$ cat src/rtl/mem_stage_wb.sv
// mem_stage_wb: memory-access stage and MEM/WB pipeline register.
// Resolves branches, runs loads/stores over a req/ack data-memory port,
// stalls upstream while an access is outstanding, and registers the
// write-back fields. Optional access timeout: define MEM_TIMEOUT_EN.
module mem_stage_wb #(
  parameter int DW      = 16,
  parameter int RW      = 3,
  parameter int TIMEOUT = 15
) (
  input  logic          Clk,
  input  logic          Rst_n,
  input  logic          ZeroIn,
  input  logic [1:0]    WBIn,
  input  logic [2:0]    MIn,
  input  logic [DW-1:0] PcAddIn,
  input  logic [DW-1:0] AluOutIn,
  input  logic [DW-1:0] ReadData2In,
  input  logic [RW-1:0] TRegIn,
  output logic          Stall,
  output logic          PCSrc,
  output logic [DW-1:0] BranchTarget,
  output logic          MemReq,
  output logic          MemWe,
  output logic [DW-1:0] MemAddr,
  output logic [DW-1:0] MemWData,
  input  logic          MemAck,
  input  logic [DW-1:0] MemRData,
  output logic [1:0]    WBOut,
  output logic          ValidOut,
  output logic [DW-1:0] MemDataOut,
  output logic [DW-1:0] AluOutOut,
  output logic [RW-1:0] TRegOut,
  output logic          MemErr
);

  typedef enum logic [0:0] {
    S_IDLE   = 1'b0,
    S_ACCESS = 1'b1
  } state_e;

  state_e        state_q, state_d;
  logic          mem_req_q, mem_req_d;
  logic          mem_we_q, mem_we_d;
  logic [DW-1:0] mem_addr_q, mem_addr_d;
  logic [DW-1:0] mem_wdata_q, mem_wdata_d;
  logic [1:0]    wb_q, wb_d;
  logic          valid_q, valid_d;
  logic [DW-1:0] mem_data_q, mem_data_d;
  logic [DW-1:0] alu_q, alu_d;
  logic [RW-1:0] treg_q, treg_d;
  logic          memop_s;
  logic          stall_s;
  logic          timeout_s;

  assign memop_s = MIn[0] | MIn[1];

`ifdef MEM_TIMEOUT_EN
  localparam int CW = (TIMEOUT > 0) ? $clog2(TIMEOUT + 1) : 1;

  logic [CW-1:0] cnt_q, cnt_d;
  logic          err_q, err_d;

  assign timeout_s = (state_q == S_ACCESS) && !MemAck && (cnt_q == CW'(TIMEOUT));

  // Wait counter: clears when an access is issued, counts unacknowledged ACCESS cycles; error is sticky
  always_comb begin
    cnt_d = cnt_q;
    err_d = err_q | timeout_s;
    if ((state_q == S_IDLE) && memop_s) begin
      cnt_d = {CW{1'b0}};
    end else if ((state_q == S_ACCESS) && !MemAck && !timeout_s) begin
      cnt_d = cnt_q + {{(CW-1){1'b0}}, 1'b1};
    end else begin
      cnt_d = cnt_q;
    end
  end

  // Wait counter and sticky error registers
  always_ff @(posedge Clk or negedge Rst_n) begin
    if (!Rst_n) begin
      cnt_q <= {CW{1'b0}};
      err_q <= 1'b0;
    end else begin
      cnt_q <= cnt_d;
      err_q <= err_d;
    end
  end

  assign MemErr = err_q;
`else
  assign timeout_s = 1'b0;
  assign MemErr    = 1'b0;
`endif

  // Next-state, memory request and MEM/WB load decisions
  always_comb begin
    state_d     = state_q;
    mem_req_d   = mem_req_q;
    mem_we_d    = mem_we_q;
    mem_addr_d  = mem_addr_q;
    mem_wdata_d = mem_wdata_q;
    wb_d        = 2'b00;
    valid_d     = 1'b0;
    mem_data_d  = mem_data_q;
    alu_d       = alu_q;
    treg_d      = treg_q;
    stall_s     = 1'b0;
    case (state_q)
      S_IDLE: begin
        if (memop_s) begin
          // Issue the access; a bubble enters MEM/WB meanwhile.
          stall_s     = 1'b1;
          mem_req_d   = 1'b1;
          mem_we_d    = MIn[1];
          mem_addr_d  = AluOutIn;
          mem_wdata_d = ReadData2In;
          state_d     = S_ACCESS;
        end else begin
          wb_d       = WBIn;
          valid_d    = 1'b1;
          mem_data_d = {DW{1'b0}};
          alu_d      = AluOutIn;
          treg_d     = TRegIn;
        end
      end
      S_ACCESS: begin
        if (MemAck) begin
          // Completion wins over a simultaneous timeout.
          wb_d       = WBIn;
          valid_d    = 1'b1;
          mem_data_d = mem_we_q ? {DW{1'b0}} : MemRData;
          alu_d      = AluOutIn;
          treg_d     = TRegIn;
          mem_req_d  = 1'b0;
          state_d    = S_IDLE;
        end else if (timeout_s) begin
          // Abort: retire the instruction with its register write suppressed.
          wb_d       = 2'b00;
          valid_d    = 1'b1;
          mem_data_d = {DW{1'b0}};
          alu_d      = AluOutIn;
          treg_d     = TRegIn;
          mem_req_d  = 1'b0;
          state_d    = S_IDLE;
        end else begin
          stall_s = 1'b1;
        end
      end
      default: begin
        mem_req_d = 1'b0;
        state_d   = S_IDLE;
      end
    endcase
  end

  // FSM state, memory port and MEM/WB registers
  always_ff @(posedge Clk or negedge Rst_n) begin
    if (!Rst_n) begin
      state_q     <= S_IDLE;
      mem_req_q   <= 1'b0;
      mem_we_q    <= 1'b0;
      mem_addr_q  <= {DW{1'b0}};
      mem_wdata_q <= {DW{1'b0}};
      wb_q        <= 2'b00;
      valid_q     <= 1'b0;
      mem_data_q  <= {DW{1'b0}};
      alu_q       <= {DW{1'b0}};
      treg_q      <= {RW{1'b0}};
    end else begin
      state_q     <= state_d;
      mem_req_q   <= mem_req_d;
      mem_we_q    <= mem_we_d;
      mem_addr_q  <= mem_addr_d;
      mem_wdata_q <= mem_wdata_d;
      wb_q        <= wb_d;
      valid_q     <= valid_d;
      mem_data_q  <= mem_data_d;
      alu_q       <= alu_d;
      treg_q      <= treg_d;
    end
  end

  // Branch resolution is suppressed while an access is in flight.
  assign PCSrc        = MIn[2] & ZeroIn & (state_q != S_ACCESS);
  assign BranchTarget = PcAddIn;
  assign Stall        = stall_s;
  assign MemReq       = mem_req_q;
  assign MemWe        = mem_we_q;
  assign MemAddr      = mem_addr_q;
  assign MemWData     = mem_wdata_q;
  assign WBOut        = wb_q;
  assign ValidOut     = valid_q;
  assign MemDataOut   = mem_data_q;
  assign AluOutOut    = alu_q;
  assign TRegOut      = treg_q;

endmodule
$ cat config.mk
export PLATFORM = sky130hd
export DESIGN_NAME = mem_stage_wb
export DESIGN_NICKNAME = d
export VERILOG_FILES = /design/src/rtl/mem_stage_wb.sv
export SDC_FILE = /design/constraint.sdc
export NUM_CORES = 1
export LEC_CHECK = 0
export BUFFER_PORTS_ARGS = -buffer_cell sky130_fd_sc_hd__buf_4
export CAP_MARGIN = 40
export CELL_PAD_IN_SITES_DETAIL_PLACEMENT = 1
export CELL_PAD_IN_SITES_GLOBAL_PLACEMENT = 2
export CORE_MARGIN = 2
export CORE_UTILIZATION = 28
export DETAILED_ROUTE_END_ITERATION = 7
export PLACE_DENSITY_LB_ADDON = 0.1
export SYNTH_ARGS = -nofsm -noshare
export SYNTH_HDL_FRONTEND = slang
export SYNTH_SLANG_ARGS = --single-unit
$ cat constraint.sdc
create_clock -name Clk -period 4.17 [get_ports Clk]
set_input_delay 0 -clock Clk [delete_from_list [all_inputs] [get_ports Clk]]
set_output_delay 0 -clock Clk [all_outputs]
set_load 0.005 [all_outputs]
==> results of run 1 <==
[cell usage in the layout (no fill, tap or decap)]
cell           synthesis  layout
o21bai_4               0       1
nand2_1                2       2
o31a_2                 0       1
buf_4                 18     134
inv_1                  2       2
clkinv_2               0       3
nor2_1                 2       2
dfrtp_1               73      73
a21boi_0               1       1
nor2b_1                2       2
buf_12                 0       1
clkbuf_8               0      12
dlygate4sd3_1          0      56
conb_1                 1       1
a22o_1                16      16
mux2_2                52      52
buf_16                 0       2
[final timing paths]
kind | start | endpoint | depth (start not counted)
worst max-delay path | state_q | Stall | 4
worst max register to register | state_q | AluOutOut[1] | 4
worst min-delay path | PcAddIn[1] | BranchTarget[1] | 0
worst min register to register | AluOutOut[6] | AluOutOut[6] | 1
max in group asynchronous | Rst_n | MemAddr[5] | 3
min in group asynchronous | Rst_n | ValidOut | 2
[layout make-up]
cell class	count	share of cell area, %
clock buffer	12	3.58
clock inverter	3	0.325
inverter	2	0.163
multi-input combinational	78	17.2
sequential	73	39.6
tap	133	3.61
timing repair buffer	193	35.6
[where the power goes]
part	switching (W)	leakage, nW	internal [W]
clock	0.000245	0.0980	0.000259
sequential	0.0000716	0.880	0.000847
combinational	0.000183	1.23	0.000361
[flip-flops by register name, summed over array words and instances (netlist names)]
| register | count |
|---|---|
| AluOutOut | 16 |
| ValidOut | 1 |
| WBOut | 2 |
| MemWData | 16 |
| MemWe | 1 |
| state_q | 1 |
| MemDataOut | 16 |
| MemReq | 1 |
| MemAddr | 16 |
| TRegOut | 3 |
[per-layer routing]
layer  vias up  GRT usage, %
met5         -             0
met4         0          7.63
met3        24          3.13
met2        74          25.5
met1      1059          17.3
li1        961             -
[per-stage QoR]
step	total power [W]	std cells
6_report	0.00197	494
5_1_grt	0.00209	494
4_1_cts	0.00201	494
3_5_place_dp	0.00144	423
3_3_place_gp	0.00142	419
2_1_floorplan	0.00112	178
[cell families after synthesis]
| group | count (synthesis) | share of synthesized area (%) |
|---|---|---|
| flip-flops | 73 | 65.4 |
| multiplexers | 52 | 21.0 |
| buffers and inverters | 27 | 6.54 |
| AO/OA/AOI/OAI | 19 | 6.00 |
| AND/OR/NAND/NOR | 6 | 0.985 |
| other | 1 | 0.134 |
[what timing repair did]
action	4_1_cts	5_1_grt
hold endpoints to repair	106	0
gates resized for setup	0	0
setup endpoints to repair	0	0
hold buffers	56	0
==> flow_summary.yaml, run 1 <==
die:
  die-area_um2: 10800
  fp-row-count: 36
  start_util_pct: 28.7
  coreArea_um2: 9730
  die_w_um: 104
  die_h_um: 104
  ios: 167
clock_tree:
  clock_sinks: 73
  cts_buffers: 9
  clock_latency_ns: 0.33
  max-clock-path-buffers: 2
  clk_pin_slew_worst_paths_ns: 0.07
  cts-root-buf: "clkbuf_8"
  h-tree-depth: 3
  post_cts.repair.setup_buffers: 0
  cts_tree: "built"
critical_path:
  path_class: "flop to output port"
  max_stage_delay_ns: 0.47
  critical-path-top-delay-family: "compound AO/OA/AOI/OAI gates"
  crit_chain: "nand2_1 > o31a_2 > buf_16 > buf_4"
  crit_slowest_cell: "o31a_2"
  cp_max_fo: 23
  cp.required_ns: 4.17
  r2r_slack_ns: 2.48
  crit_path_end_kind: "output port"
  critPathBufInv: 2
  crit_path_start_kind: "flop"
  cp.arrival_ns: 1.70
power:
  p_leak_nw: 2.21
  p_per_area_nw_per_um2: 426
  ir_worst_vdd_mv: 0.176
place:
  place_ws_ns: 2.44
  port-buffer-count: 133
  place_area_um2: 3870
  gp_congestion: 0.637
  dpl.hpwl_um: 5180
synth:
  synth_area_um2: 2790
  synth_edf_count: 0
  avgSynthCellArea_um2: 15.7
  ys_top_cells_by_count: "73 x dfrtp_1, 52 x mux2_2, 18 x buf_4, 16 x a22o_1, 5 x buf_2"
  synth.most_common_cell: "dfrtp_1"
  ys_ff_latch: 73
  yosys.area.top_type: "dfrtp_1"
  yosysUniqueCellTypes: 15
  yosys_warnings: 0
  synth_fp_nets: 254
  ys_seq_area_share_pct: 65.4
  synth_async_sr_flop_share_pct: 100
  syn_inst: 178
  ys_top_cells_by_area: "dfrtp_1 65%, mux2_2 21%, a22o_1 5.0%"
  yosys_most_used_dff: "dfrtp_1"
  synth_top_cell_area_share_pct: 65.4
global_route:
  overflow: 0
  first_global_vias: 2357
  grt_use_total_pct: 14.8
  antenna_found_initial: 0
  grt_max_degree: 39
  grt_pass1_wl_um: 12500
layout:
  fin_nets: 433
  antenna_cells: 0
  syn_to_final_growth_pct: 65.2
  multi_input_area_um2: 793
  post-route-cell-area_um2: 4620
  final_layout_size_suffix_gt1_share_pct: 57.1
  regArea_um2: 1830
  fin_util_pct: 47.4
  nFillCells: 1043
sta:
  fin_skew_ns: 0.00569
  hold_viol_final: 0
  setup_viol: 0
  holdWs_ns: 0.00000875
  setup_tns_ns: 0
  slew_headroom_pct: 53.9
  tightest_slew_ns: 0.690
  slew_viol_final: 0
  min_period_ns: 1.70
  max_freq_ghz: 0.587
  fin_ws_ns: 2.47
  rsz0062_at_grt: "no"
  fin_crit_sh_pct: 40.9
route:
  met3_length_um: 390
  dr.pass1.iters: 4
  met2_length_um: 3930
  ant_nets: 0
  via_per_inst: 4.29
  wl_per_cell_um: 15.3
  dr_total_vias: 2118
  drt-total-wl_um: 7580
  m1WireLength_um: 3070
  drc: 0
  dr.first_iter.drc_count: 38
  top_layer: "met4"
status:
  status: "finished, final reports clean"
run:
  max-cap-violations: 0
worst_hold_path:
  hp-class: "input port to output port"
Power figures use the tool's default switching activity.
==> inputs of run 2 (changes only) <==
--- a/config.mk
+++ b/config.mk
@@ -5,12 +5,13 @@
 export SDC_FILE = /design/constraint.sdc
 export NUM_CORES = 1
 export LEC_CHECK = 0
+export ABC_AREA = 1
 export BUFFER_PORTS_ARGS = -buffer_cell sky130_fd_sc_hd__buf_4
 export CAP_MARGIN = 40
 export CELL_PAD_IN_SITES_DETAIL_PLACEMENT = 1
 export CELL_PAD_IN_SITES_GLOBAL_PLACEMENT = 2
 export CORE_MARGIN = 2
-export CORE_UTILIZATION = 28
+export CORE_UTILIZATION = 24
 export DETAILED_ROUTE_END_ITERATION = 7
 export PLACE_DENSITY_LB_ADDON = 0.1
 export SYNTH_ARGS = -nofsm -noshare
==> constraint.sdc (replaced) <==
create_clock -name Clk -period 1.6 [get_ports Clk]
set_input_delay 0 -clock Clk [delete_from_list [all_inputs] [get_ports Clk]]
set_output_delay 0 -clock Clk [all_outputs]
set_load 0.005 [all_outputs]
==> flow_summary.yaml, run 2 <==
synth:
  ys_top_cells_by_area: "dfrtp_1 61%, nand2_1 19%, nand3_1 9.2%"
  ys_seq_area_share_pct: 60.7
  synth_async_sr_flop_share_pct: 100
  synth.most_common_cell: "nand2_1"
  synth_area_um2: 3010
  synth_fp_nets: 408
  yosys.area.top_type: "dfrtp_1"
  avgSynthCellArea_um2: 9.06
  yosys_most_used_dff: "dfrtp_1"
  syn_inst: 332
  ys_ff_latch: 73
  ys_top_cells_by_count: "154 x nand2_1, 73 x dfrtp_1, 55 x nand3_1, 18 x buf_4, 8 x buf_2"
  synth_edf_count: 0
  yosysUniqueCellTypes: 13
  yosys_warnings: 0
  synth_top_cell_area_share_pct: 60.7
clock_tree:
  cts_tree: "built"
  post_cts.repair.setup_buffers: 0
  clock_latency_ns: 0.33
  cts_buffers: 9
  h-tree-depth: 3
  clock_sinks: 73
  cts-root-buf: "clkbuf_16"
  max-clock-path-buffers: 2
die:
  coreArea_um2: 12100
  start_util_pct: 24.8
  die-area_um2: 13400
  ios: 167
  die_h_um: 116
  fp-row-count: 40
  die_w_um: 116
layout:
  mostFrequentLayoutCell: "nand2_1"
  fin_nets: 584
  final_layout_size_suffix_gt1_share_pct: 31.8
  fin_util_pct: 40.9
  post-route-cell-area_um2: 4950
  syn_to_final_growth_pct: 64.7
  nFillCells: 1454
  final_cell_mix: "153 x nand2_1, 140 x buf_4, 73 x dfrtp_1, 56 x dlygate4sd3_1, 55 x nand3_1"
  antenna_cells: 0
route:
  via_per_inst: 4.19
  drc: 0
  dr.pass1.iters: 4
  drt-total-wl_um: 9820
  dr_total_vias: 2851
  dr.first_iter.drc_count: 99
  ant_nets: 0
  wl_per_cell_um: 14.4
power:
  switchingPower_w: 0.00220
  p_per_area_nw_per_um2: 1430
  p_clk_share_pct: 26.7
  ir_worst_vdd_mv: 0.425
  p_seq_share_pct: 39.9
  switching_share_pct: 31.0
  p_leak_nw: 2.66
  intPower_w: 0.00489
  combPwrFrac_pct: 33.4
critical_path:
  cp_common_cell: "buf_4"
  crit_path_end_kind: "output port"
  cp_max_fo: 18
  cp.arrival_ns: 1.51
  critPathBufInv: 4
  critical-path-top-delay-family: "buffers and inverters"
  crit_path_start_kind: "input port"
  crit_slowest_cell: "dlygate4sd3_1"
  path_class: "input port to output port"
  cp.required_ns: 1.60
  crit_chain: "dlygate4sd3_1 > buf_4 > o21ai_4 > buf_12 > nand2_2 > buf_4"
  max_stage_delay_ns: 0.56
sta:
  fin_skew_ns: 0.00379
  setup_tns_ns: 0
  min_period_ns: 1.51
  rsz0062_at_grt: "no"
  fin_crit_sh_pct: 94.2
  slew_viol_final: 0
  max_freq_ghz: 0.663
  hold_viol_final: 0
  fin_ws_ns: 0.0925
  setup_viol: 0
global_route:
  grt_use_total_pct: 15.3
  overflow: 0
  antenna_found_initial: 0
  grt_max_degree: 37
  grt_pass1_wl_um: 15600
  first_global_vias: 3126
place:
  port-buffer-count: 133
  place_area_um2: 4080
  gp_congestion: 0.683
  dpl.hpwl_um: 6430
  place_ws_ns: 0.301
worst_hold_path:
  hp-class: "input port to output port"
run:
  max-cap-violations: 0
status:
  status: "finished, final reports clean"
-- run 2: cell types whose count changed after synthesis, moves of 3 or more --
| cell | previous run | this run |
|---|---|---|
| nand2_1 | 2 | 154 |
| nand3_1 | 0 | 55 |
| mux2_2 | 52 | 0 |
| a22o_1 | 16 | 0 |
| buf_6 | 1 | 6 |
| inv_1 | 2 | 6 |
| buf_2 | 5 | 8 |
-- run 2: kinds of logic (layout without fill, tap and decap cells) --
group           Yosys count  in the layout  synth area share [%]
buf+inv                  41            222                  9.19
flops                    73             73                  60.7
simple gates            216            216                  29.7
other cells               1              1                 0.125
compound gates            1              1                 0.291
-- run 2: worst register-to-register path, cell delays in order, from the launching register on --
cell	delay (ns)
dfrtp_1	0.41
inv_1	0.16
o21ai_4	0.15
bufbuf_16	0.32
nand2_1	0.06
nand2_1	0.05
-- run 2: layer usage --
metal  part of all wire, %  vias up  global-route usage (%)
met4                   1.5        0                    6.51
met1                    44     1367                    18.5
met3                   6.5       11                    3.71
met5                     0        -                       0
met2                    48      100                    26.0
li1                      -     1373                       -
-- run 2: power by group through the flow --
| stage | sequential [W] | clock [W] | combinational [W] |
|---|---|---|---|
| 4_1_cts | 0.00284 | 0.00195 | 0.00244 |
| 3_3_place_gp | 0.00285 | 0 | 0.00223 |
| 6_report | 0.00283 | 0.00189 | 0.00237 |
| 5_1_grt | 0.00290 | 0.00204 | 0.00267 |
| 3_5_place_dp | 0.00286 | 0 | 0.00227 |
| 2_1_floorplan | 0.00284 | 0 | 0.000868 |
-- run 2: final cells by class --
class / count / area, um2 / share of cell area (%)
flip-flops and latches: 73 / 1830 / 36.9
repair buffers: 200 / 1700 / 34.4
multi-input cells: 218 / 915 / 18.5
clock buffers: 13 / 260 / 5.25
well taps: 168 / 210 / 4.24
inverters: 6 / 22.5 / 0.455
clock inverters: 3 / 15.0 / 0.303
-- run 2: final timing paths --
check	to	start	cells after the start	slack, ns
max	Stall	MIn[1]	6	0.09
min	BranchTarget[4]	PcAddIn[4]	0	0.000002
max reg2reg	MemWData[10]	state_q	5	0.34
min reg2reg	MemAddr[8]	MemAddr[8]	2	0.48
max in group asynchronous	MemWData[10]	Rst_n	3	0.81
min in group asynchronous	MemAddr[15]	Rst_n	2	0.18
-- run 2: stage by stage --
step | std cells | power [W] | hold slack (ns)
6_report | 681 | 0.00709 | 0.00000197
3_3_place_gp | 608 | 0.00508 | 0.0000346
5_1_grt | 681 | 0.00762 | 0.00000796
3_5_place_dp | 608 | 0.00513 | 0.0000346
2_1_floorplan | 332 | 0.00371 | -0.296
4_1_cts | 681 | 0.00723 | 0.0000346
-- run 2: repair_timing --
action / CTS / global route
gates resized for setup: 0 / 1
cloned: 1 / 0
setup endpoints to repair: 1 / 1
hold buffers: 56 / 0
endpoints found under the hold margin: 105 / 0
